### src/rtl/vga_tft_deframer.sv
// Recovers pixel position from a VGA sync stream and re-emits it as a DE-mode TFT stream.
// A lock FSM checks every sync edge against the programmed mode and flags deviations.
module vga_tft_deframer #(
  parameter int unsigned FW = 13,
  parameter int unsigned LW = 11
) (
  input  logic          i_clk,
  input  logic          i_reset,
  input  logic [FW-1:0] i_hm_width,
  input  logic [FW-1:0] i_hm_porch,
  input  logic [FW-1:0] i_hm_synch,
  input  logic [FW-1:0] i_hm_raw,
  input  logic [LW-1:0] i_vm_height,
  input  logic [LW-1:0] i_vm_porch,
  input  logic [LW-1:0] i_vm_synch,
  input  logic [LW-1:0] i_vm_raw,
  input  logic          i_hsync,
  input  logic          i_vsync,
  input  logic [7:0]    i_red,
  input  logic [7:0]    i_grn,
  input  logic [7:0]    i_blu,
  output logic          o_de,
  output logic [FW-1:0] o_x,
  output logic [LW-1:0] o_y,
  output logic [7:0]    o_red,
  output logic [7:0]    o_grn,
  output logic [7:0]    o_blu,
  output logic          o_hsync,
  output logic          o_vsync,
  output logic          o_frame_start,
  output logic          o_locked,
  output logic          o_err
);

  typedef enum logic [1:0] {StIdle, StHchk, StHok, StLocked} state_e;

  state_e        state_q, state_d;
  logic          hs_prev_q, vs_prev_q;
  logic [FW-1:0] col_q, col_d, col_pred;
  logic [LW-1:0] line_q, line_d, line_pred, line_nov;
  logic          hfall, vfall, h_ok, v_ok, locked;
  logic          de_q, de_d, fs_q, fs_d, locked_q, err_q, err_d;
  logic [7:0]    red_q, red_d, grn_q, grn_d, blu_q, blu_d;

  // Sync-pulse end columns/lines are not needed to recover position.
  logic unused_synch;
  assign unused_synch = ^{i_hm_synch, i_vm_synch};

  always_comb begin
    hfall    = ~i_hsync & hs_prev_q;
    vfall    = ~i_vsync & vs_prev_q;
    col_pred = (col_q == i_hm_raw - 1'b1) ? '0 : col_q + 1'b1;
    col_d    = hfall ? i_hm_porch : col_pred;
    line_pred = (line_q == i_vm_raw - 1'b1) ? '0 : line_q + 1'b1;
    // Line the counter would hold if no vsync edge were seen this sample.
    line_nov = (col_d == '0 && !hfall) ? line_pred : line_q;
    line_d   = vfall ? i_vm_porch : line_nov;
    h_ok     = (col_pred == i_hm_porch);
    v_ok     = (line_nov == i_vm_porch);
  end

  always_comb begin
    state_d = state_q;
    err_d   = 1'b0;
    unique case (state_q)
      StIdle: begin
        if (hfall) state_d = StHchk;
      end
      StHchk: begin
        if (hfall && h_ok) state_d = StHok;
      end
      StHok: begin
        if (hfall && !h_ok) state_d = StHchk;
        else if (vfall)     state_d = StLocked;
      end
      StLocked: begin
        if ((hfall && !h_ok) || (vfall && !v_ok)) begin
          state_d = StIdle;
          err_d   = 1'b1;
        end
      end
      default: state_d = StIdle;
    endcase
  end

  // The sample that enters LOCKED and the sample that breaks it are both output unlocked.
  always_comb begin
    locked = (state_q == StLocked) && (state_d == StLocked);
    de_d   = locked && (col_d < i_hm_width) && (line_d < i_vm_height);
    fs_d   = de_d && (col_d == '0) && (line_d == '0);
    red_d  = de_d ? i_red : 8'h00;
    grn_d  = de_d ? i_grn : 8'h00;
    blu_d  = de_d ? i_blu : 8'h00;
  end

  always_ff @(posedge i_clk) begin
    if (i_reset) begin
      state_q   <= StIdle;
      hs_prev_q <= 1'b1;
      vs_prev_q <= 1'b1;
      col_q     <= '0;
      line_q    <= '0;
      de_q      <= 1'b0;
      fs_q      <= 1'b0;
      locked_q  <= 1'b0;
      err_q     <= 1'b0;
      red_q     <= 8'h00;
      grn_q     <= 8'h00;
      blu_q     <= 8'h00;
    end else begin
      state_q   <= state_d;
      hs_prev_q <= i_hsync;
      vs_prev_q <= i_vsync;
      col_q     <= col_d;
      line_q    <= line_d;
      de_q      <= de_d;
      fs_q      <= fs_d;
      locked_q  <= locked;
      err_q     <= err_d;
      red_q     <= red_d;
      grn_q     <= grn_d;
      blu_q     <= blu_d;
    end
  end

  // Previous-sync registers double as the one-cycle delayed sync outputs.
  assign o_de          = de_q;
  assign o_x           = col_q;
  assign o_y           = line_q;
  assign o_red         = red_q;
  assign o_grn         = grn_q;
  assign o_blu         = blu_q;
  assign o_hsync       = hs_prev_q;
  assign o_vsync       = vs_prev_q;
  assign o_frame_start = fs_q;
  assign o_locked      = locked_q;
  assign o_err         = err_q;

endmodule

### config.mk
export PLATFORM = sky130hd
export DESIGN_NAME = vga_tft_deframer
export DESIGN_NICKNAME = d
export VERILOG_FILES = /design/src/rtl/vga_tft_deframer.sv
export SDC_FILE = /design/constraint.sdc
export NUM_CORES = 1
export LEC_CHECK = 0
export BUFFER_PORTS_ARGS = -buffer_cell sky130_fd_sc_hd__buf_2
export CAP_MARGIN = 15
export CELL_PAD_IN_SITES_DETAIL_PLACEMENT = 0
export CELL_PAD_IN_SITES_GLOBAL_PLACEMENT = 1
export CORE_MARGIN = 2
export CORE_UTILIZATION = 25
export DETAILED_ROUTE_END_ITERATION = 12
export GPL_TIMING_DRIVEN = 0
export PLACE_DENSITY_LB_ADDON = 0.1
export SYNTH_ARGS = -nofsm -noshare
export SYNTH_HDL_FRONTEND = slang
export SYNTH_SLANG_ARGS = --single-unit
export TNS_END_PERCENT = 5
### constraint.sdc
create_clock -name i_clk -period 6.72 [get_ports i_clk]
set_clock_uncertainty 0.2 [all_clocks]
set_input_delay 0.672 -clock i_clk [delete_from_list [all_inputs] [get_ports i_clk]]
set_output_delay 0.672 -clock i_clk [all_outputs]
set_load 0.01 [all_outputs]
======== Yosys cells after proc, flatten, opt, wreduce, memory -nomap -nowiden ========
Cells that the tools add are included.
storage, ports and cells
  register bits ........................... 56
  input port bits ......................... 124
  output and inout bits ................... 54
  logic and storage cells ................. 62
cells by class
  add/subtract/negate cells ............... 4
  order comparisons ....................... 2
  equal/unequal tests ..................... 8
  mux-type cells .......................... 12
  bitwise operators ....................... 6
  reduce and logical (&&, ||, !) cells .... 18
operators with widths
  kind                                                                  count
  11-bit 2-to-1 mux                                                     3
  13-bit == test                                                        2
  13-bit 2-to-1 mux                                                     2
  11-bit == test                                                        2
  13-bit by 1-bit adder with 13-bit output, second input constant       1
  13-bit logical NOT                                                    1
  13-bit < comparator                                                   1
  13-bit by 1-bit subtractor with 13-bit output, second input constant  1
  11-bit by 1-bit adder with 11-bit output, second input constant       1
  11-bit logical NOT                                                    1
  11-bit < comparator                                                   1
  11-bit by 1-bit subtractor with 11-bit output, second input constant  1
  2-bit 2-to-1 mux                                                      5
  1-bit logical AND                                                     9
  2-bit case mux with 4 select lines                                    1
  2-bit == test, second input constant                                  3
  1-bit inverter                                                        4
  2-bit OR reduction                                                    2
  1-bit logical NOT                                                     3
  1-bit AND                                                             2
  2-bit by 1-bit == test with 1-bit output, second input constant       1
  2-bit logical NOT                                                     1
  1-bit logical OR                                                      1
  1-bit 2-to-1 mux                                                      1

======== Logic depth before layout (Yosys ltp) ========
Gate-level depths: netlist of run 1.
  word-level depth ........................ 19
  gate-level depth with buffers ........... 24
  mapped depth without buffers ............ 21

======== Least setup slack after synthesis of run 1 ========
OpenSTA, ideal clock, no wires.
  path kind ............................... in2reg
  start ................................... input i_hm_raw[0]
  end ..................................... register blu_q[0], in the netlist o_blu[0]
  arrival ................................. 5.369 ns
  data required time ...................... 6.461 ns
  setup slack ............................. 1.092 ns
  stages on the path ...................... 21
  buffers on the path ..................... 2
  cells stage by stage .................... inv_1 -> ha_1 -> xor2_1 -> o211ai_1 -> or3_1 -> or4b_4 -> nor4_4 -> o221ai_1 -> clkbuf_1 -> or4_1 -> a31oi_1 -> ha_1 -> nand4_1 -> nor3_1 -> nor3_1 -> o2111a_1 -> o21ai_0 -> a221o_1 -> nor4_4 -> buf_6 -> and2_1
RTL lines
  element                                        line  text
  start, declared                                12    input logic [FW-1:0] i_hm_raw,
  13-bit by 1-bit subtractor with 13-bit output  52    col_pred = (col_q == i_hm_raw - 1'b1) ? '0 : col_q + 1'b1;
  13-bit == test                                 52
  13-bit 2-to-1 mux                              52
  13-bit 2-to-1 mux                              53    col_d = hfall ? i_hm_porch : col_pred;
  13-bit logical NOT                             56    line_nov = (col_d == '0 && !hfall) ? line_pred : line_q;
  1-bit logical AND                              56
  11-bit 2-to-1 mux                              56
  11-bit 2-to-1 mux                              57    line_d = vfall ? i_vm_porch : line_nov;
  net line_d[9]                                  40    logic [LW-1:0] line_q, line_d, line_pred, line_nov;
  11-bit < comparator                            89    de_d = locked && (col_d < i_hm_width) && (line_d < i_vm_height);
  1-bit logical AND                              89
  1-bit inverter (no line)                       -
  2-bit OR reduction (no line)                   -
  end signal, assigned                           122   blu_q <= blu_d;
  end, declared                                  43    logic [7:0] red_q, red_d, grn_q, grn_d, blu_q, blu_d;
The timed path passes the listed nets, and every way through them passes these cells.
A chain may end at the register's enable or synchronous reset.

======== Final worst setup path of run 1 ========
  start ................................... input i_hm_raw[0]
  end ..................................... register grn_q[6], in the netlist o_grn[6]
RTL lines
  element                                        line  text
  13-bit by 1-bit subtractor with 13-bit output  52
  13-bit == test                                 52
  13-bit 2-to-1 mux                              52
  13-bit 2-to-1 mux                              53
  13-bit logical NOT                             56
  1-bit logical AND                              56
  11-bit 2-to-1 mux                              56
  11-bit 2-to-1 mux                              57
  net line_d[9]                                  40
  11-bit < comparator                            89
  1-bit logical AND                              89
  1-bit inverter (no line)                       -
  2-bit OR reduction (no line)                   -
  end signal, assigned                           121   grn_q <= grn_d;
  end, declared                                  43
The timed path passes the listed nets, and every way through them passes these cells.

==> results by group, run 1 <==
Yosys
  – Sequential cell area fraction in the yosys report: a little over a fifth
  – EDFF count, synth: 0
  – Synth area leaders: dfxtp_1, ha_1, xnor2_1
  – Most frequent cell after synthesis: dfxtp_1
  – List of most frequent post-synthesis cells: dfxtp_1, nor2_1, inv_1
  – Cell count after synthesis: 681
  – Share of the synthesized area in the top cell type: a little over a fifth
  – Area share of fa/ha/maj cells after synthesis: roughly 6.3%
  – Main synth FF type: dfxtp_1
  – Post-synth top area cell: dfxtp_1
  – Mux cell area share after synthesis: 0.607%
  – Compound-Gate Fraction of Synth Area: 20.6%
  – Main combinational cell family by area after synthesis: simple AND/OR/NAND/NOR gates
  – Post-synthesis xor/xnor area fraction: just under 8%
  – Synth Net Count: 831
  – Post-synth cell types: 73
  – Share of synthesized registers carrying an async set or reset: 0%
  – Synthesized flop and latch total: 56
  – Synthesized area: 5150 sq um
  – Simple-gate share of the synthesized area: between 30% and 40%
  – Syn avg cell area: roughly 7.6 sq um
  – Synth Warn #: 0

Critical path
  – Buffers & Inverters on Critical Path: 5
  – Crit Path Class: in -> reg
  – Delay-heaviest family, CP: simple AND/OR/NAND/NOR gates
  – CP Max Fanout: 10
  – Delay of the slowest critical-path stage: 0.55 ns
  – Worst-path cell chain: buf_2 > inv_1 > ha_1 > or4b_4 > o41ai_1 > nor2_1 > nor4_4 > o221ai_1 > clkbuf_1 > or4_1 > a31oi_1 > ha_1 > nor2b_1 > o21ai_0 > o2111a_1 > o21ai_0 > a221o_1 > nor4_4 > buf_4 > buf_6 > and2_1
  – Levels on crit path: 21
  – CP startpoint kind: input port
  – Arrival time worst endpoint: about 6.3 ns
  – Worst setup EP type: flip-flop
  – Critical Path RT: around 6.8 ns
  – Slowest-stage cell, CP: or4_1
  – R2R cell count: 23

Hold path
  – Depth of the worst hold-timing path: 2
  – Min-delay worst type: in -> reg

Final layout
  – Cell area after layout: roughly 6400 sq um
  – N_diodes: 0
  – Area growth, synth to finish: 24.1%
  – Finished Layout Cells: approximately 1,100
  – Utilization after layout: approximately a third
  – Share of cells above drive strength 1: 22.6%
  – Final layout net count: between 900 and 1,000

Clocking
  – Clk sink count: between 50 and 60
  – CTS root buf: clkbuf_16
  – Num CTS Buffers: 5
  – H-Tree Depth: 2
  – CTS Buffer Depth: 2
  – # hold bufs at CTS: 0
  – Clock-pin slew on the worst setup and hold paths: around 0.080 ns
  – Resized cells post-CTS: 0
  – CTS tree: built
  – Clock latency on the worst-skew pair: between 0.3 and 0.4 ns

Power and ir drop
  – Pwr per Cell Area: ~150 nW/um^2
  – Worst VDD drop: about 0.096 mV
  – Overall power: 950 uW
  – Leakage power: 2.72 nW

Placed design
  – Area after DPL: 6240 sq um
  – Routability cong.: 0.850
  – PortBufs: roughly 150
  – Placed insts: approximately 1,100
  – Place WS: -0.177 ns
  – Post-DP HPWL: between 15,000 and 20,000 um

Global route
  – Grt ovf: 0
  – Initial antenna violation count: 0
  – GRT Total Usage: 18.3%
  – Largest net degree at the start of global routing: 20
  – First-pass GRT wire length: 31,300 um
  – Vias in the first global route: between 5,000 and 6,000

Floorplanning
  – Die W: 148 um
  – Starting density of the core: 25.5%
  – Core area: 20,200 sq um
  – I/O pin count: roughly 180
  – DIE AREA: roughly 22,000 sq um
  – Die Y: roughly 150 um
  – Cell row count: between 50 and 60

Route
  – Drc violations: 0
  – DR vias: roughly 5,700
  – Avg WL per Cell: ~18 um
  – DR pass1 iterations: 6
  – Total wire length: just over 20,000 um
  – DR iter-0 viols: 392
  – DRT antenna net count: 0
  – DR vias/cell: slightly above 5

STA
  – Unrepaired setup endpoints after global routing: no
  – Crit path time final: about 6.3 ns
  – Period utilization: between 90 and 100%
  – Setup TNS: 0 ns
  – Hold WS: 0.356 ns
  – Worst-Margin Slew: just over 1 ns
  – Relative slew slack: 31.9%
  – Max Clock Freq: approximately 0.16 GHz
  – Slew Limit Fails: 0
  – Setup WS post-layout: between 0.4 and 0.5 ns
  – Final Hold Fails: 0
  – Final setup fails: 0

Run
  – MaxCap Viol Count: 0

Status
  – Status: finished clean
## per-layer routing
layer	wire, um	up-vias	share of wire (%)	GRT usage (%)
met3	782	23	3.8	2.22
met1	9340	2743	46	24.5
li1	-	2805	-	-
met2	9880	149	48	31.3
met5	0	-	0	0
met4	394	0	1.9	4.23
## report_power, final
| part | internal [mW] | switching (mW) | total (mW) |
|---|---|---|---|
| clock | 0.142 | 0.140 | 0.281 |
| combinational | 0.124 | 0.185 | 0.308 |
| sequential | 0.343 | 0.0169 | 0.360 |
| total | 0.608 | 0.341 | 0.950 |
## final timing paths
kind | start | endpoint | slack [ns]
setup / recovery | i_hm_raw[0] | o_grn[6] | 0.44
hold reg to reg | state_q[1] | state_q[1] | 0.39
hold / removal | i_red[1] | o_red[1] | 0.36
setup reg to reg | o_x[0] | o_grn[6] | 0.66
## logic make-up (layout without fill, tap and decap cells)
kind of cell	Yosys count	in the layout
fa+ha+maj	26	26
buf+inv	86	244
xor+xnor	46	46
compound gates	152	152
flops	56	56
simple gates	312	312
mux	3	3
## sequential cells by signal, indices dropped and copies added, names as in the netlist
signal	cells
o_err	1
o_red	8
state_q	2
o_vsync	1
o_blu	8
o_hsync	1
o_x	13
o_locked	1
o_grn	8
o_de	1
o_frame_start	1
o_y	11
## layout by cell type, fill, tap and decap left out, types with 4 or more instances in the layout
| master | count |
|---|---|
| a211oi_1 | 7 |
| a21o_1 | 6 |
| a21oi_1 | 22 |
| a31oi_1 | 12 |
| and2_1 | 32 |
| and3_1 | 9 |
| and4_1 | 4 |
| buf_2 | 153 |
| clkbuf_1 | 31 |
| clkbuf_16 | 5 |
| dfxtp_1 | 56 |
| ha_1 | 26 |
| inv_1 | 49 |
| nand2_1 | 39 |
| nand2b_1 | 9 |
| nand3_1 | 18 |
| nand3b_1 | 4 |
| nand4_1 | 11 |
| nor2_1 | 51 |
| nor2b_1 | 26 |
| nor3_1 | 27 |
| nor3b_1 | 10 |
| nor4_1 | 14 |
| nor4b_1 | 5 |
| o211ai_1 | 8 |
| o21ai_0 | 35 |
| o311ai_0 | 6 |
| o31ai_1 | 12 |
| o41ai_1 | 4 |
| or2_2 | 6 |
| or3_1 | 13 |
| or4_1 | 8 |
| xnor2_1 | 30 |
| xor2_1 | 16 |
## area by class of cell
cell class                 count  area (sq um)
buffer                        37           159
clock buffer                   5           125
clock inverter                 3          26.3
fill                        2222         13800
inverter                      49           184
multi-input combinational    539          3690
sequential                    56          1120
tap                          270           338
timing repair buffer         150           753
## worst register-to-register path, delay by kind of cell, from the launching register on
kind / cells / cell delay [ns]
AO/OA/AOI/OAI: 9 / 2.27
XOR/XNOR: 1 / 0.23
adder cells (fa/ha/maj): 1 / 0.29
buffers and inverters: 5 / 1.10
flip-flops: 1 / 0.40
AND/OR/NAND/NOR: 7 / 1.51
## timing repair
| action | 4_1_cts | 5_1_grt |
|---|---|---|
| endpoints found under the hold margin | 0 | 0 |
| buffers inserted | 0 | 1 |
| setup endpoints to repair | 0 | 26 |
Note: power is estimated with default switching activity, not from simulation.
==> run 2, diff against run 1 <==
Settings changed: CORE_ASPECT_RATIO set to 1.5.
==> run 2 against run 1 <==
Against the previous run:
- first-iteration DRC count shrank 24%
- routed wire length increased by 1.4%
- worst setup slack lost 0.096 ns
- via count fell by 0.56%
- combinational power about the same
- cell area barely moved
- clock power up 3%
- count of clock-buffer cells in the layout unchanged
- cell count shrank 0.54%
- largest cell class unchanged
- largest power group unchanged
==> results by group, run 2 (synthesis gave the netlist of run 1 again) <==
Critical path
  – Worst setup EP type: flip-flop
  – Delay-heaviest family, CP: simple AND/OR/NAND/NOR gates
  – CP startpoint kind: input port
  – Delay of the slowest critical-path stage: 0.60 ns (+0.05 ns)
  – Buffers & Inverters on Critical Path: 5 (unchanged)
  – Crit Path Class: in -> reg
  – Worst-path cell chain: buf_2 > inv_1 > ha_1 > nor3b_1 > o211ai_1 > or3_1 > or4b_4 > nor4_4 > o221ai_1 > clkbuf_1 > or4_1 > a31oi_1 > ha_1 > nand4_1 > nor3_1 > nor3_1 > o2111a_1 > o21ai_0 > a221o_1 > nor4_4 > buf_4 > buf_6 > and2_1
  – CP Max Fanout: 10 (unchanged)
  – Arrival time worst endpoint: 6.44 ns (+0.11 ns)
  – Critical Path RT: 6.78 ns (about the same)
  – Slowest-stage cell, CP: or4b_4

Floorplanning
  – Core area: 20,300 sq um (+0.52%)
  – Starting density of the core: 25.3% (-0.13 points)
  – Die Y: 180 um (+22%)
  – Cell row count: 64 (+23%)
  – DIE AREA: 21,800 sq um (+0.10%)
  – I/O pin count: 178 (unchanged)
  – Die W: 121 um (-18%)

Global route
  – GRT Total Usage: 18.6% (+0.29 points)
  – Largest net degree at the start of global routing: 21 (+5.0%)
  – Initial antenna violation count: 0 (unchanged)
  – Grt ovf: 0 (unchanged)
  – First-pass GRT wire length: 31,400 um (+0.33%)
  – Vias in the first global route: 5,777 (+3.5%)

STA
  – Relative slew slack: 30.2% (-1.6 points)
  – Period utilization: 94.9% (+1.4 points)
  – Final Hold Fails: 0 (unchanged)
  – Crit path time final: 6.37 ns (+0.0962 ns)
  – Unrepaired setup endpoints after global routing: no
  – Worst-Margin Slew: 1.04 ns (+0.0243 ns)
  – Hold WS: 0.343 ns (-0.0130 ns)
  – Slew Limit Fails: 0 (unchanged)
  – Setup TNS: 0 ns (unchanged)
  – Max Clock Freq: 0.157 GHz (-1.5%)
  – Final setup fails: 0 (unchanged)

Run
  – MaxCap Viol Count: 0 (unchanged)

Final layout
  – Filler cell count: 2,301 (+3.6%)
  – Utilization after layout: 31.4% (-0.19 points)
  – Commonest non-fill, non-tap cell in the layout: buf_2
  – Register area: 1120 sq um (unchanged)
  – Final layout net count: 988 (unchanged)
  – Area growth, synth to finish: 24.0% (about the same)
  – Most frequent cells in the layout: buf_2, dfxtp_1, nor2_1, inv_1, nand2_1
  – N_diodes: 0 (unchanged)
  – Share of cells above drive strength 1: 22.6% (unchanged)
  – Max reg flops: 13 (unchanged)
  – Multi-input logic area: 3690 sq um (unchanged)

Route
  – DR iter-0 viols: 299 (-24%)
  – DR vias/cell: 5.16 (about the same)
  – DR pass1 iterations: 6 (unchanged)
  – Total wire length: 20,700 um (+1.4%)
  – Drc violations: 0 (unchanged)
  – Avg WL per Cell: 18.8 um (+2.0%)
  – DRT antenna net count: 0 (unchanged)
  – DR vias: 5,688 (-0.56%)

Clocking
  – CTS tree: built
  – Clock latency on the worst-skew pair: 0.32 ns (about the same)
  – Clk sink count: 56 (unchanged)
  – Clock-pin slew on the worst setup and hold paths: 0.09 ns (about the same)
  – CTS root buf: clkbuf_16
  – CTS Buffer Depth: 2 (unchanged)
  – Resized cells post-CTS: 0 (unchanged)
  – Num CTS Buffers: 5 (unchanged)
  – H-Tree Depth: 2 (unchanged)

Power and ir drop
  – Worst VDD drop: 0.0944 mV (-1.6%)
  – Leakage power: 2.72 nW (about the same)
  – Pwr per Cell Area: 150 nW/um^2 (+0.92%)

Status
  – Status: finished clean

Placed design
  – Routability cong.: 0.922 (+8.5%)
  – PortBufs: 149 (unchanged)
  – Post-DP HPWL: 17,100 um (+3.3%)

Hold path
  – Min-delay worst type: in -> reg
run 2: worst paths after layout:
kind	start	endpoint	slack (ns)	cells after the start
hold / removal	i_vsync	o_vsync	0.34	2
setup / recovery	i_hm_raw[0]	o_red[5]	0.35	23
hold reg to reg	state_q[1]	state_q[1]	0.38	2
setup reg to reg	o_x[1]	o_red[5]	0.61	21
run 2: repair_timing:
| item | 4_1_cts | 5_1_grt |
|---|---|---|
| buffers inserted | 0 | 1 |
| hold buffers | 0 | 0 |
| setup endpoints to repair | 0 | 26 |
run 2: final cells by class:
type,instances,area share [%]
multi-input combinational,539,57.7
inverter,49,2.88
clock inverter,3,0.450
tap,264,5.17
sequential,56,17.5
timing repair buffer,150,11.8
buffer,37,2.49
clock buffer,5,1.96
run 2: power by group:
part	leakage (nW)	internal (mW)	switching (mW)
Clock	0.0767	0.144	0.145
Sequential	0.457	0.343	0.0173
Combinational	2.19	0.124	0.184
run 2: through the flow:
step / worst slack (ns) / instances / instance area, sq um / total power, mW
CTS: 0.116 / 1102 / 6380 / 0.976
global route: 0.0251 / 1103 / 6390 / 1.02
detailed placement: -0.209 / 1094 / 6230 / 0.677
finish: 0.345 / 1103 / 6390 / 0.958
floorplan: 1.09 / 681 / 5150 / 0.552
global placement: -0.164 / 1094 / 6230 / 0.675
run 2: metal layers:
layer | track usage (%) | routed length, um
met3 | 2.63 | 839
met1 | 18.9 | 7650
met4 | 7.68 | 854
met5 | 0 | 0
met2 | 36.6 | 11300
